$ cat config.mk
export PLATFORM = sky130hd
export DESIGN_NAME = board_b_mixer
export DESIGN_NICKNAME = d
export VERILOG_FILES = /design/src/rtl/board_b_mixer.sv
export SDC_FILE = /design/constraint.sdc
export NUM_CORES = 1
export LEC_CHECK = 0
export BUFFER_PORTS_ARGS = -buffer_cell sky130_fd_sc_hd__buf_4
export CORE_UTILIZATION = 40
export CTS_CLUSTER_DIAMETER = 100
export DETAILED_ROUTE_END_ITERATION = 6
export PLACE_DENSITY = 0.68
export SKIP_LAST_GASP = 1
export SYNTH_ARGS = -nofsm -noshare
export SYNTH_HDL_FRONTEND = slang
export SYNTH_SLANG_ARGS = --single-unit
export TNS_END_PERCENT = 20
$ cat constraint.sdc
create_clock -name CLK_32M -period 1.94 [get_ports CLK_32M]
set_clock_uncertainty 0.05 [all_clocks]
set_input_delay 0 -clock CLK_32M [delete_from_list [all_inputs] [get_ports CLK_32M]]
set_output_delay 0 -clock CLK_32M [all_outputs]
set_load 0.05 [all_outputs]
$ cat src/rtl/board_b_mixer.sv
// Two-stage pixel priority mixer for layer A, layer B (with 0-3 pixel extra delay) and sprites.
// Produces a palette address {sel, col, bit} plus a visible-pixel flag.
`timescale 1ns/1ps
module board_b_mixer (
  input  logic       CLK_32M,
  input  logic       RESET,
  input  logic       CE_PIX,
  input  logic [3:0] A_BIT,
  input  logic [3:0] A_COL,
  input  logic       A_CP15,
  input  logic       A_CP8,
  input  logic [3:0] B_BIT,
  input  logic [3:0] B_COL,
  input  logic       B_CP15,
  input  logic       B_CP8,
  input  logic [3:0] OBJ_BIT,
  input  logic [3:0] OBJ_COL,
  input  logic       HBLK,
  input  logic       VBLK,
  input  logic [1:0] B_DLY,
  input  logic [2:0] LAYER_EN,
  output logic [9:0] PAL_ADDR,
  output logic       PIX_VALID
);

  typedef struct packed {
    logic [3:0] bits;
    logic [3:0] col;
    logic       cp15;
    logic       cp8;
  } layer_t;

  localparam logic [1:0] SEL_OBJ  = 2'd0;
  localparam logic [1:0] SEL_A    = 2'd1;
  localparam logic [1:0] SEL_B    = 2'd2;
  localparam logic [1:0] SEL_BACK = 2'd3;

  layer_t     a_q;
  layer_t     b_sr [4];
  layer_t     b_tap;
  logic [3:0] obj_bit_q;
  logic [3:0] obj_col_q;
  logic [2:0] en_q;
  logic       blank_q;
  logic       valid_q;   // stage 1 holds a real pixel (cleared by reset)

  // Stage 1: register every input; layer B also enters its delay line.
  always_ff @(posedge CLK_32M) begin
    // NOTE: sequential state uses non-blocking assignments so every register samples pre-edge values.
    if (RESET) begin
      a_q       <= '0;
      obj_bit_q <= '0;
      obj_col_q <= '0;
      en_q      <= '0;
      blank_q   <= 1'b0;
      valid_q   <= 1'b0;
      // NOTE: the B delay line is small and must read transparent after reset, so it is cleared like any register.
      for (int i = 0; i < 4; i++) b_sr[i] <= '0;
    end else if (CE_PIX) begin
      a_q       <= {A_BIT, A_COL, A_CP15, A_CP8};
      obj_bit_q <= OBJ_BIT;
      obj_col_q <= OBJ_COL;
      en_q      <= LAYER_EN;
      blank_q   <= HBLK | VBLK;
      valid_q   <= 1'b1;
      b_sr[0]   <= {B_BIT, B_COL, B_CP15, B_CP8};
      for (int i = 1; i < 4; i++) b_sr[i] <= b_sr[i-1];
    end
  end

  // Tap selected live, so a B_DLY change lands on the next CE_PIX without flushing the line.
  assign b_tap = b_sr[B_DLY];

  logic       a_op;
  logic       b_op;
  logic       obj_op;
  logic [9:0] next_addr;
  logic       next_valid;

  assign a_op   = (a_q.bits   != 4'd0) && en_q[0];
  assign b_op   = (b_tap.bits != 4'd0) && en_q[1];
  assign obj_op = (obj_bit_q  != 4'd0) && en_q[2];

  // Stage 2 precedence; a priority flag only counts on an opaque, enabled pixel.
  always_comb begin
    // NOTE: defaults first so every path assigns every output and no latch is inferred.
    next_addr  = {SEL_BACK, 8'h00};
    next_valid = valid_q && !blank_q;
    if (!next_valid)                        next_addr = '0;
    else if (a_op && (a_q.cp15 || a_q.cp8)) next_addr = {SEL_A, a_q.col, a_q.bits};
    else if (b_op && (b_tap.cp15 || b_tap.cp8))
                                            next_addr = {SEL_B, b_tap.col, b_tap.bits};
    else if (obj_op)                        next_addr = {SEL_OBJ, obj_col_q, obj_bit_q};
    else if (a_op)                          next_addr = {SEL_A, a_q.col, a_q.bits};
    else if (b_op)                          next_addr = {SEL_B, b_tap.col, b_tap.bits};
  end

  always_ff @(posedge CLK_32M) begin
    if (RESET) begin
      PAL_ADDR  <= '0;
      PIX_VALID <= 1'b0;
    end else if (CE_PIX) begin
      PAL_ADDR  <= next_addr;
      PIX_VALID <= next_valid;
    end
  end

endmodule

-- Word level (Yosys, flattened, before mapping)
Memory sizes are Yosys's and may differ from the RTL's.
Cells that the tools add are included.
- register bits: 34
- memory bits (writable): 40
- bits of input ports: 38
- output and inout port bits: 11
- word-level logic and storage cells: 44
- memories: 1
- muxes and demuxes: 15
- bitwise gates (word level): 5
- reduce and logical (&&, ||, !) cells: 12
- memories (memory ; depth ; width ; read ports ; clocked after memory_dff ; wr ports ; line ; source):
    b_sr ; 4 ; 10 ; 4 ; 0 ; 4 ; 39 ; layer_t b_sr [4];
- operators with widths (kind ; count):
    10-bit 2-to-1 mux ; 9
    4-bit nonzero test ; 3
    9-bit 2-to-1 mux ; 1
    1-bit logical AND ; 6
    1-bit 2-to-1 mux ; 5
    1-bit OR ; 5
    1-bit logical OR ; 2
    1-bit zero test ; 1

-- Longest topological paths before layout
An unclocked memory read counts as a cell.
- word-level depth: 9
- gate-level depth with buffers: 7
- mapped depth without buffers: 5

-- Least setup slack after synthesis
OpenSTA, ideal clock, no wires.
- path type: reg-to-reg
- from: memory b_sr[2][7] (netlist name)
- to: register PAL_ADDR[2]
- setup time: 119 ps
- arrival time: 1760 ps
- required time: 1771 ps
- slack: 10 ps
- cell stages (with the launch flop): 6
- path buffers: 0
- period minus slack after synthesis: 1930 ps
- path through: edfxtp_1 > mux4_2 > o41a_1 > o21a_1 > a211oi_1 > o21ai_1
- RTL lines (element ; line ; source):
    start, declared ; 39 ;
    end signal, assigned ; 103 ; PAL_ADDR <= next_addr;
    end, declared ; 22 ; output logic [9:0] PAL_ADDR,

==> results.json <==
{
  "worstSkewPairLatency_ps": 340,
  "synth_ff_type": "edfxtp_1",
  "finalCritPeriodShare_pct": 106,
  "cts_tree": "done",
  "die_w_um": 93.5,
  "drtPass1Iterations": 4,
  "synth-edff-count": 40,
  "grt.total_usage_pct": 18.1,
  "cts-buffers-inserted": 9,
  "drt_iter0_drc": 100,
  "grt_overflow": 0,
  "dpl.hpwl_um": 4790,
  "via_per_inst": 5.10,
  "violations": "setup timing",
  "crit_type": "reg2reg",
  "ys_ff_latch": 74,
  "grt_pass1_vias": 2566,
  "yosys.cell_types.count": 42,
  "syn_to_final_growth_pct": 36.6,
  "grt_pass1_wl_um": 12100,
  "min_path_type": "in2reg",
  "clock_path_buffers": 2,
  "drt-total-wl_um": 7320,
  "max_cap_viol_count": 0,
  "dieArea_mm2": 0.00875,
  "num_vias": 2551,
  "h-tree-depth": 3,
  "power.density_mw_per_mm2": 779,
  "nets": 428,
  "drv_slew": 0,
  "antenna_cells": 0,
  "ir_drop_v": 0.000444,
  "design.core.area_mm2": 0.00818,
  "crit_path_max_fanout": 5,
  "crit_required_ps": 2120,
  "numPortBuffers": 48,
  "placement_rows": 33,
  "drtAntennaViolNets": 0,
  "cts_num_sinks": 74,
  "yosysWarnings": 0,
  "ys_async_sr_fraction_pct": 0,
  "clk_pin_slew_ps": 80,
  "fillers": 737,
  "dp_slack_ps": -132,
  "root_buffer": "clkbuf_8",
  "setup-violations-final": 9,
  "drive_gt1_share_pct": 26.1,
  "initial_core_util_pct": 41.0,
  "wl_per_cell_um": 14.6,
  "period_needed_ps": 2050,
  "end_kind": "flip-flop",
  "max_freq_ghz": 0.488,
  "worst_slack_ps": -108,
  "ys_seq_area_share_pct": 56.2,
  "arrival_ps": 2220,
  "netlist_area_mm2": 0.00335,
  "synthCells": 287,
  "antenna_found_initial": 0,
  "drc": 0,
  "synth_nets": 325,
  "synth.avg_cell_area_um2": 11.7,
  "hold_viol": 0,
  "grt_start_max_net_pins": 41,
  "io_pins": 49,
  "final_cells": 500,
  "max_slew_margin_pct": 62.8,
  "cellLeakagePower_nw": 1.89,
  "gp_congestion": 0.905,
  "place_inst": 441,
  "setup.worst_path.start_class": "flip-flop",
  "worst_slew_pin_slew_ps": 555,
  "fp.dieH_um": 93.5,
  "rsz0062_at_grt": "yes",
  "status": "complete, but fails checks"
}
kinds of logic after synthesis:
family	after synthesis	share of synthesized area [%]
AO/OA/AOI/OAI	65	13.8
AND/OR/NAND/NOR	100	15.4
flip-flops	74	56.2
buffers and inverters	18	2.28
multiplexers	30	12.3
final timing paths:
kind,startpoint,endpoint,slack (ps),cells after the start
max reg2reg,b_sr[2][6]$_SDFFCE_PN0P_,PAL_ADDR[4]$_SDFFE_PP0P_,-110,5
max,b_sr[2][6]$_SDFFCE_PN0P_,PAL_ADDR[4]$_SDFFE_PP0P_,-110,5
min reg2reg,PIX_VALID$_SDFFE_PP0P_,PIX_VALID$_SDFFE_PP0P_,410,1
min,CE_PIX,blank_q$_SDFFE_PP0P_,40,3
cell usage in the layout (no fill, tap or decap), types with 4 or more instances in the layout:
cell type | Yosys | final
and2_1 | 41 | 41
nor2_1 | 32 | 32
buf_4 | 0 | 65
edfxtp_1 | 40 | 40
dlygate4sd3_1 | 0 | 42
mux2i_1 | 21 | 21
o21a_1 | 5 | 4
mux4_2 | 9 | 9
clkbuf_8 | 0 | 9
nand2_1 | 12 | 12
dfxtp_1 | 34 | 34
a22o_1 | 4 | 4
o21ai_0 | 8 | 7
a21oi_1 | 18 | 18
or2_2 | 5 | 5
a211oi_1 | 6 | 5
state kept, by name (all words and copies together), names as in the netlist, 3 cells and up:
signal     count
obj_bit_q      4
PAL_ADDR      10
a_q           10
en_q           3
b_sr          40
obj_col_q      4
metal layers:
layer | share of wire [%] | GRT usage, %
met5 | 0 | 0
met4 | 1.4 | 5.90
met3 | 5.4 | 5.20
met1 | 45 | 22.7
met2 | 48 | 30.0
repair_timing:
action,CTS,global route
buffers inserted,0,1
hold buffers,42,0
endpoints found under the setup margin,9,10
hold endpoints to repair,33,0
pin swaps,3,4
gates resized for setup,2,2
metrics by stage:
step	instance area, um2	hold slack (ps)	setup TNS [ps]	util (%)	total power [mW]
after detailed placement	3920	193	-815	47.9	2.23
after floorplan	3350	97.2	0	-	2.07
after CTS	4570	19.6	-696	55.9	3.59
after global placement	3920	187	-407	47.9	2.22
final	4580	38.7	-787	56.0	3.57
after global routing	4580	36.1	-1490	56.0	3.71
worst max-delay path, stage by stage (launching register included):
cell and delay [ps]:
edfxtp_1 400, mux4_2 500, o41a_1 510, o21a_2 190, nor2_4 170, a211oi_1 100
final cells by class:
class | count | area [um2] | share of cell area, %
Clock buffer | 9 | 124 | 2.71
Clock inverter | 7 | 92.6 | 2.02
Inverter | 2 | 7.51 | 0.164
Multi-Input combinational cell | 195 | 1410 | 30.8
Sequential cell | 74 | 1880 | 41.1
Tap cell | 105 | 131 | 2.87
Timing Repair Buffer | 108 | 928 | 20.3
synthesized netlist by cell type, types with 2 or more instances:
library cell  number  area (um2)
o21ai_0            8        40.0
nand2_1           12        45.0
mux2i_1           21         210
mux4_2             9         203
a21oi_1           18        90.1
o21a_1             5        37.5
o31ai_1            3        22.5
o41a_1             3        33.8
a32oi_1            2        17.5
or2_2              5        31.3
nor2_1            32         120
inv_1              2        7.51
a22o_1             4        35.0
dfxtp_1           34         681
nor3_1             3        15.0
a21boi_0           2        15.0
buf_1              3        11.3
a211oi_1           6        45.0
nand3_1            3        15.0
and2_1            41         257
clkbuf_1          11        41.3
edfxtp_1          40        1200
where the power goes:
part           internal (mW)  switching [mW]  total [mW]
Clock                  0.724           0.575        1.30
Combinational          0.257           0.209       0.466
Sequential              1.74          0.0573        1.80
Total                   2.72           0.842        3.57
(Power assumes the default switching activity.)
